<file path="src/rtl/ring_pkg.sv">
// Purpose : shared type codes, field widths and deframer FSM states for the ring router.
// Latency : n/a (declarations only).
// Backpr. : n/a.
// Contents: TYPE_W/ADDR_W, frame type codes, rx_state_t, type_known().
package ring_pkg;

  localparam int TYPE_W = 3;
  localparam int ADDR_W = 4;

  localparam logic [TYPE_W-1:0] TYPE_TOKEN  = 3'b111;
  localparam logic [TYPE_W-1:0] TYPE_ACK    = 3'b000;
  localparam logic [TYPE_W-1:0] TYPE_NACK   = 3'b011;
  localparam logic [TYPE_W-1:0] TYPE_DATA_C = 3'b010;
  localparam logic [TYPE_W-1:0] TYPE_DATA_3 = 3'b001;

  typedef enum logic [2:0] {
    ST_IDLE,
    ST_HDR,
    ST_HDR_PAR,
    ST_PAY,
    ST_PAY_PAR
  } rx_state_t;

  // Codes 100, 101 and 110 are unassigned on the ring.
  function automatic logic type_known(input logic [TYPE_W-1:0] t);
    return (t == TYPE_TOKEN) || (t == TYPE_ACK) || (t == TYPE_NACK) ||
           (t == TYPE_DATA_C) || (t == TYPE_DATA_3);
  endfunction

endpackage

</file>
<file path="src/rtl/ring_rx_deframer_if.sv">
// Purpose : held-frame handshake between the rx deframer and the router control FSM.
// Latency : n/a (wires only).
// Backpr. : rx_has_data holds a frame until control pulses rc_ready.
// Modports: master = deframer (drives frame fields), slave = control (drives rc_ready).
interface ring_rx_if;
  import ring_pkg::*;

  logic              rc_ready;
  logic              rx_has_data;
  logic [TYPE_W-1:0] data_type;
  logic [ADDR_W-1:0] address;
  logic              bad_decode;
  logic [31:0]       rx_payload;
  logic [2:0]        rx_byte_cnt;
  logic              rx_overrun;

  modport master (
    input  rc_ready,
    output rx_has_data, data_type, address, bad_decode,
           rx_payload, rx_byte_cnt, rx_overrun
  );

  modport slave (
    output rc_ready,
    input  rx_has_data, data_type, address, bad_decode,
           rx_payload, rx_byte_cnt, rx_overrun
  );

endinterface

</file>
<file path="src/rtl/rx_shift_parity.sv">
// Purpose : 8-bit MSB-first shift register with running even-parity accumulator.
// Latency : dout/par reflect a shifted bit one edge after shift_en.
// Backpr. : none; clr has priority over shift_en.
// Ports   : Clk_R, Rst_n, clr, shift_en, din -> dout[7:0], par (XOR of bits since clr).
module rx_shift_parity (
  input  logic       Clk_R,
  input  logic       Rst_n,
  input  logic       clr,
  input  logic       shift_en,
  input  logic       din,
  output logic [7:0] dout,
  output logic       par
);

  always_ff @(posedge Clk_R or negedge Rst_n) begin
    if (!Rst_n) begin
      dout <= '0;
      par  <= 1'b0;
    end else if (clr) begin
      dout <= '0;
      par  <= 1'b0;
    end else if (shift_en) begin
      dout <= {dout[6:0], din};
      par  <= par ^ din;
    end
  end

endmodule

</file>
<file path="src/rtl/ring_rx_deframer.sv">
// Purpose : deframes the serial ring input into type/address/payload for router control.
// Latency : rx_has_data rises one edge after the final parity bit is sampled (TOKEN: 9 cycles).
// Backpr. : frame held until rc_ready; a frame completing while one is held is dropped (rx_overrun).
// Ports   : Clk_R, Rst_n, Rx_In (idles high), rx (ring_rx_if.master).
// Config  : RX_PARITY_CHECK_EN defined -> parity errors set bad_decode; undefined -> parity ignored.
module ring_rx_deframer
  import ring_pkg::*;
#(
  parameter int DATA3_BYTES = 3,
  parameter int DATAC_BYTES = 4
) (
  input  logic      Clk_R,
  input  logic      Rst_n,
  input  logic      Rx_In,
  ring_rx_if.master rx
);

`ifdef RX_PARITY_CHECK_EN
  localparam logic PAR_CHK = 1'b1;
`else
  localparam logic PAR_CHK = 1'b0;
`endif

  rx_state_t state_q, state_d;
  logic [2:0] bit_cnt;
  logic [2:0] byte_idx;
  logic [2:0] len_q;
  logic [2:0] hdr_len;
  logic       sr_clr, sr_shift;
  logic       frame_done, done_q;
  logic [7:0] sr_dat;
  logic       sr_par;
  logic       par_err;

  // Shadow frame, built while bits arrive.
  logic [TYPE_W-1:0] type_sh;
  logic [ADDR_W-1:0] addr_sh;
  logic              bad_sh;
  logic [31:0]       pay_sh;

  // Held (output) frame.
  logic              has_q;
  logic [TYPE_W-1:0] type_q;
  logic [ADDR_W-1:0] addr_q;
  logic              bad_q;
  logic [31:0]       pay_q;
  logic [2:0]        cnt_q;
  logic              ovr_q;

  rx_shift_parity u_sr (
    .Clk_R    (Clk_R),
    .Rst_n    (Rst_n),
    .clr      (sr_clr),
    .shift_en (sr_shift),
    .din      (Rx_In),
    .dout     (sr_dat),
    .par      (sr_par)
  );

  // Valid only in the parity states: Rx_In is then the parity bit itself.
  assign par_err = PAR_CHK & (sr_par ^ Rx_In);

  // Payload length of the header currently sitting in the shift register.
  always_comb begin
    hdr_len = '0;
    case (sr_dat[6:4])
      TYPE_DATA_3: hdr_len = 3'(DATA3_BYTES);
      TYPE_DATA_C: hdr_len = 3'(DATAC_BYTES);
      default:     hdr_len = '0;
    endcase
  end

  always_ff @(posedge Clk_R or negedge Rst_n) begin
    if (!Rst_n) begin
      state_q <= ST_IDLE;
      bit_cnt <= '0;
    end else begin
      state_q <= state_d;
      // Counts bits within HDR/PAY; restarts whenever the state changes.
      if ((state_q == ST_HDR || state_q == ST_PAY) && state_d == state_q)
        bit_cnt <= bit_cnt + 3'd1;
      else
        bit_cnt <= '0;
    end
  end

  always_comb begin
    state_d    = state_q;
    sr_clr     = 1'b0;
    sr_shift   = 1'b0;
    frame_done = 1'b0;
    case (state_q)
      ST_IDLE: begin
        if (!Rx_In) begin
          state_d = ST_HDR;
          sr_clr  = 1'b1;
        end
      end
      ST_HDR: begin
        sr_shift = 1'b1;
        if (bit_cnt == 3'd6) state_d = ST_HDR_PAR;
      end
      ST_HDR_PAR: begin
        sr_clr = 1'b1;
        if (hdr_len != 3'd0) begin
          state_d = ST_PAY;
        end else begin
          state_d    = ST_IDLE;
          frame_done = 1'b1;
        end
      end
      ST_PAY: begin
        sr_shift = 1'b1;
        if (bit_cnt == 3'd7) state_d = ST_PAY_PAR;
      end
      ST_PAY_PAR: begin
        sr_clr = 1'b1;
        if (byte_idx + 3'd1 == len_q) begin
          state_d    = ST_IDLE;
          frame_done = 1'b1;
        end else begin
          state_d = ST_PAY;
        end
      end
      default: state_d = ST_IDLE;
    endcase
  end

  // Shadow frame accumulation. Clearing on the start bit is safe even when it
  // coincides with done_q: the output copy below samples the pre-clear values.
  always_ff @(posedge Clk_R or negedge Rst_n) begin
    if (!Rst_n) begin
      done_q   <= 1'b0;
      type_sh  <= '0;
      addr_sh  <= '0;
      bad_sh   <= 1'b0;
      pay_sh   <= '0;
      byte_idx <= '0;
      len_q    <= '0;
    end else begin
      done_q <= frame_done;
      case (state_q)
        ST_IDLE: begin
          if (!Rx_In) begin
            bad_sh   <= 1'b0;
            pay_sh   <= '0;
            byte_idx <= '0;
          end
        end
        ST_HDR_PAR: begin
          type_sh <= sr_dat[6:4];
          addr_sh <= sr_dat[3:0];
          len_q   <= hdr_len;
          bad_sh  <= ~type_known(sr_dat[6:4]) | par_err;
        end
        ST_PAY_PAR: begin
          // Byte n lands in [31-8n -: 8], i.e. bit offset (3-n)*8.
          pay_sh[{~byte_idx[1:0], 3'b000} +: 8] <= sr_dat;
          byte_idx <= byte_idx + 3'd1;
          bad_sh   <= bad_sh | par_err;
        end
        default: ;
      endcase
    end
  end

  // Hand-off to control, decided in the cycle after the last parity bit.
  always_ff @(posedge Clk_R or negedge Rst_n) begin
    if (!Rst_n) begin
      has_q  <= 1'b0;
      type_q <= '0;
      addr_q <= '0;
      bad_q  <= 1'b0;
      pay_q  <= '0;
      cnt_q  <= '0;
      ovr_q  <= 1'b0;
    end else begin
      ovr_q <= 1'b0;
      if (done_q) begin
        if (!has_q || rx.rc_ready) begin
          has_q  <= 1'b1;
          type_q <= type_sh;
          addr_q <= addr_sh;
          bad_q  <= bad_sh;
          pay_q  <= pay_sh;
          cnt_q  <= byte_idx;
        end else begin
          ovr_q <= 1'b1;
        end
      end else if (rx.rc_ready) begin
        has_q <= 1'b0;
      end
    end
  end

  assign rx.rx_has_data = has_q;
  assign rx.data_type   = type_q;
  assign rx.address     = addr_q;
  assign rx.bad_decode  = bad_q;
  assign rx.rx_payload  = pay_q;
  assign rx.rx_byte_cnt = cnt_q;
  assign rx.rx_overrun  = ovr_q;

endmodule

</file>
<file path="src/flat_wrapper.sv">
// flat-port wrapper written by rule: the top's interface ports become plain ports
module ring_rx_deframer_flat import ring_pkg::*;
#(
  parameter int DATA3_BYTES = 3,
  parameter int DATAC_BYTES = 4
)
  (Clk_R, Rst_n, Rx_In, rx_rc_ready, rx_rx_has_data, rx_data_type, rx_address, rx_bad_decode, rx_rx_payload, rx_rx_byte_cnt, rx_rx_overrun);
  ring_rx_if rx_i ();
  input  logic Clk_R;
  input  logic Rst_n;
  input  logic Rx_In;
  input wire logic [$bits(rx_i.rc_ready)-1:0] rx_rc_ready;
  output wire logic [$bits(rx_i.rx_has_data)-1:0] rx_rx_has_data;
  output wire logic [$bits(rx_i.data_type)-1:0] rx_data_type;
  output wire logic [$bits(rx_i.address)-1:0] rx_address;
  output wire logic [$bits(rx_i.bad_decode)-1:0] rx_bad_decode;
  output wire logic [$bits(rx_i.rx_payload)-1:0] rx_rx_payload;
  output wire logic [$bits(rx_i.rx_byte_cnt)-1:0] rx_rx_byte_cnt;
  output wire logic [$bits(rx_i.rx_overrun)-1:0] rx_rx_overrun;
  assign rx_i.rc_ready = rx_rc_ready;
  assign rx_rx_has_data = rx_i.rx_has_data;
  assign rx_data_type = rx_i.data_type;
  assign rx_address = rx_i.address;
  assign rx_bad_decode = rx_i.bad_decode;
  assign rx_rx_payload = rx_i.rx_payload;
  assign rx_rx_byte_cnt = rx_i.rx_byte_cnt;
  assign rx_rx_overrun = rx_i.rx_overrun;
  ring_rx_deframer #(.DATA3_BYTES(DATA3_BYTES), .DATAC_BYTES(DATAC_BYTES)) u_core (.Clk_R(Clk_R), .Rst_n(Rst_n), .Rx_In(Rx_In), .rx(rx_i));
endmodule
</file>
<file path="config.mk">
export PLATFORM = sky130hd
export DESIGN_NAME = ring_rx_deframer_flat
export DESIGN_NICKNAME = d
export VERILOG_FILES = /design/src/rtl/ring_pkg.sv /design/src/rtl/ring_rx_deframer_if.sv /design/src/rtl/rx_shift_parity.sv /design/src/rtl/ring_rx_deframer.sv /design/src/flat_wrapper.sv
export SDC_FILE = /design/constraint.sdc
export NUM_CORES = 1
export LEC_CHECK = 0
export ABC_AREA = 1
export BUFFER_PORTS_ARGS = -buffer_cell sky130_fd_sc_hd__buf_2
export CAP_MARGIN = 20
export CORE_MARGIN = 2
export CORE_UTILIZATION = 50
export CTS_CLUSTER_SIZE = 16
export DETAILED_ROUTE_END_ITERATION = 8
export GPL_TIMING_DRIVEN = 0
export PLACE_DENSITY = 0.81
export SYNTH_ARGS = -nofsm -noshare
export SYNTH_HDL_FRONTEND = slang
export SYNTH_SLANG_ARGS = --single-unit
export TNS_END_PERCENT = 30
</file>
<file path="constraint.sdc">
create_clock -name Clk_R -period 3.4 [get_ports Clk_R]
set_input_delay 0.17 -clock Clk_R [delete_from_list [all_inputs] [get_ports Clk_R]]
set_output_delay 0.17 -clock Clk_R [all_outputs]
set_load 0.01 [all_outputs]
</file>
==> results.sh <==
export IMPL_die_h_um=95.62
export IMPL_drtIter0Drc=194
export IMPL_layout_nets=490
export IMPL_finalClockSkew_ns=0.01247
export IMPL_final_cells=589
export IMPL_whs_path_depth=4
export IMPL_stdcell_area_sq_um=4845
export IMPL_period_needed_ns=2.244
export IMPL_setup_ws_ns=1.156
export IMPL_synth_enable_flop_cells=0
export IMPL_dp_hpwl_mm=6.184
export IMPL_postCtsSetupBuffers=0
export IMPL_hold_viol=0
export IMPL_maxCapViolations=0
export IMPL_fin_util_pct=59.26
export IMPL_hold_path_class="in -> reg"
export IMPL_seqPwrFrac_pct=49.1
export IMPL_netlist_top_cells_count="dfrtp_1 (105), o21ai_0 (80), inv_1 (61), nand2_1 (60), nand3_1 (35)"
export IMPL_synth_top_cell_by_area="dfrtp_1"
export IMPL_holdWs_ns=0.08167
export IMPL_avgSynthCellArea_sq_um=10.04
export IMPL_cp_slowest_stage_delay_ns=0.48
export IMPL_arrival_ns=2.49
export IMPL_syn_to_final_growth_pct=15.44
export IMPL_yosys_area_top_type_share_pct=62.61
export IMPL_core_area_sq_um=8175
export IMPL_yosysUniqueCellTypes=24
export IMPL_diodes=0
export IMPL_crit_start="u_core.byte_idx[0]"
export IMPL_critPathKind="reg -> reg"
export IMPL_pin_count=49
export IMPL_cp_slowest_cell="dfrtp_1"
export IMPL_setup_viol=0
export IMPL_std_cell_rows=33
export IMPL_ys_warnings_count=0
export IMPL_max_freq_ghz=0.4456
export IMPL_r2r_start="u_core.byte_idx[0]"
export IMPL_initial_core_util_pct=51.33
export IMPL_rr_endpoint="u_core.done_q"
export IMPL_cts_tree="done"
export IMPL_critPathRequiredTime_ns=3.65
export IMPL_max_slew_margin_pct=63.94
export IMPL_chipWidth_um=95.62
export IMPL_rsz0062_at_grt="no"
export IMPL_htree_levels=3
export IMPL_gp_congestion=0.9509
export IMPL_dr_total_vias=3115
export IMPL_port_buffers=48
export IMPL_ant_nets=0
export IMPL_async_reset_ff_share_pct=100.0
export IMPL_antenna_found_initial=0
export IMPL_overflow=0
export IMPL_clkPwrFrac_pct=23.0
export IMPL_clock_sinks=105
export IMPL_avgViaCountPerCell=5.289
export IMPL_cts_resized=0
export IMPL_drc=0
export IMPL_clock_latency_ns=0.37
export IMPL_syn_inst=418
export IMPL_worst_pin_slew_ns=0.5409
export IMPL_layout_drive_gt1_share_pct=18.60
export IMPL_path_cells="inv_1 > clkbuf_1 > ha_1 > inv_1 > nand3_1 > nand2_1 > nand3_1 > o21ai_0"
export IMPL_post_place_ws_ns=1.204
export IMPL_end_kind="flip-flop"
export IMPL_die_area_sq_um=9142
export IMPL_cts_path_max_buffers=2
export IMPL_r2r_slack_ns=1.16
export IMPL_yosys_top_cells_area="dfrtp_1 (63%), o21ai_0 (9.5%), inv_1 (5.5%)"
export IMPL_gr_usage_all_layers_pct=20.65
export IMPL_wl_per_cell_um=14.78
export IMPL_ir_drop_uv=510.3
export IMPL_min_delay_start="rx_rc_ready"
export IMPL_p_per_area_nw_per_um2=791.0
export IMPL_hold_end="u_core.rx.rx_overrun"
export IMPL_dpl_cell_count=572
export IMPL_grt_max_degree=70
export IMPL_syn_area_sq_um=4197
export IMPL_yosys_cell_count_top_type="dfrtp_1"
export IMPL_dr_pass1_iters=4
export IMPL_report_final_slew_viol_count=0
export IMPL_period_share_pct=66.01
export IMPL_reg2reg_depth=8
export IMPL_power_mw=3.832
export IMPL_ys_ff_latch=105
export IMPL_status="completed"
export IMPL_cts_root_buf="clkbuf_8"
export IMPL_placed_area_sq_um=4598
export IMPL_synth_fp_nets=429
export IMPL_switchingPower_mw=1.322
export IMPL_seq_area_frac_synth_pct=62.61
export IMPL_synth_flop_cell="dfrtp_1"
export IMPL_numCtsBuffers=9
export IMPL_switching_share_pct=34.50
export IMPL_power_leakage_nw=2.345
export IMPL_crit_path_max_fanout=11
export IMPL_pwr_share_comb_pct=27.9
export IMPL_grt_pass1_wl_mm=14.28
export IMPL_clk_pin_slew_ns=0.10
export IMPL_grt_pass1_vias=3032
export IMPL_setup_tns_ns=0
export IMPL_startpoint_type="flip-flop"
export IMPL_p_int_mw=2.510
export IMPL_wl_mm=8.703
==> kinds of logic after synthesis <==
group / share of synthesized area, %
flip-flops: 62.61
AO/OA/AOI/OAI: 11.96
AND/OR/NAND/NOR: 14.28
buffers and inverters: 6.917
adder cells (fa/ha/maj): 2.087
multiplexers: 2.147
==> how the worst max path moves through the flow <==
| stage | endpoint | depth (start not counted) | slack (ns) |
|---|---|---|---|
| after global routing | u_core.pay_sh[3] | 6 | 0.95 |
| after CTS | u_core.pay_sh[7] | 6 | 1.19 |
| after floorplan | u_core.state_q[0] | 9 | 1.63 |
| after detailed placement | u_core.done_q | 8 | 1.20 |
| after global placement | u_core.done_q | 8 | 1.14 |
| final | u_core.done_q | 8 | 1.16 |
==> power by group through the flow <==
stage,combinational (mW),sequential [mW],clock (mW)
2_1_floorplan,0.517,1.97,0
4_1_cts,1.09,1.88,0.894
3_3_place_gp,1.03,1.88,0
5_1_grt,1.23,1.93,0.940
3_5_place_dp,1.08,1.91,0
6_report,1.07,1.88,0.881
==> placed cells by master (no fill, tap or decap), drive strengths merged <==
cell / synthesis / final
dfrtp: 105 / 105
clkinvlp: 0 / 1
clkbuf: 7 / 18
dlygate4sd3: 0 / 1
nor3: 4 / 4
inv: 62 / 63
o21bai: 1 / 1
and2: 1 / 1
clkinv: 0 / 1
o21ai: 84 / 84
buf: 5 / 54
mux2: 8 / 8
bufinv: 0 / 2
ha: 7 / 7
nor2: 19 / 19
nand4: 8 / 8
o22ai: 10 / 10
nand2: 61 / 61
nand3: 36 / 36
==> what timing repair did <==
action                                  CTS  global route
hold buffers                              1             0
endpoints found under the hold margin    36             0
endpoints found under the setup margin    0             0
==> layer usage <==
metal  share of wire (%)  routed length [um]  vias up  global-route usage (%)
li1                    -                   -     1495                       -
met5                   0                   0        -                       0
met2                  49                4289       64                   34.32
met4                 1.5                 129        0                   5.833
met3                 4.0                 348       15                   4.348
met1                  45                3935     1541                   27.55
==> critical path, delay by kind of cell (launching register included) <==
kind / cells / cell delay, ns
buffers and inverters: 3 / 0.77
flip-flops: 1 / 0.48
adder cells (fa/ha/maj): 1 / 0.38
AO/OA/AOI/OAI: 1 / 0.26
AND/OR/NAND/NOR: 3 / 0.24
==> cell type report <==
class	count	area [sq um]
plain buffers	12	57.56
fillers	719	3331
inverters	62	232.7
clock inverters	5	85.08
clock buffers	11	151.4
well taps	105	131.4
repair buffers	50	280.3
multi-input cells	239	1279
flip-flops and latches	105	2628
==> state kept, by name (all words and copies together) (netlist names) <==
name,cells
u_core.addr_sh,4
u_core.len_q,2
u_core.pay_sh,32
u_core.rx.bad_decode,1
u_core.bad_sh,1
u_core.rx.rx_byte_cnt,3
u_core.bit_cnt,3
u_core.u_sr.dout,8
u_core.rx.rx_has_data,1
u_core.rx.rx_payload,32
u_core.rx.data_type,3
u_core.rx.rx_overrun,1
u_core.done_q,1
u_core.rx.address,4
u_core.state_q,3
u_core.type_sh,3
u_core.byte_idx,3
Note: power is estimated with default switching activity, not from simulation.
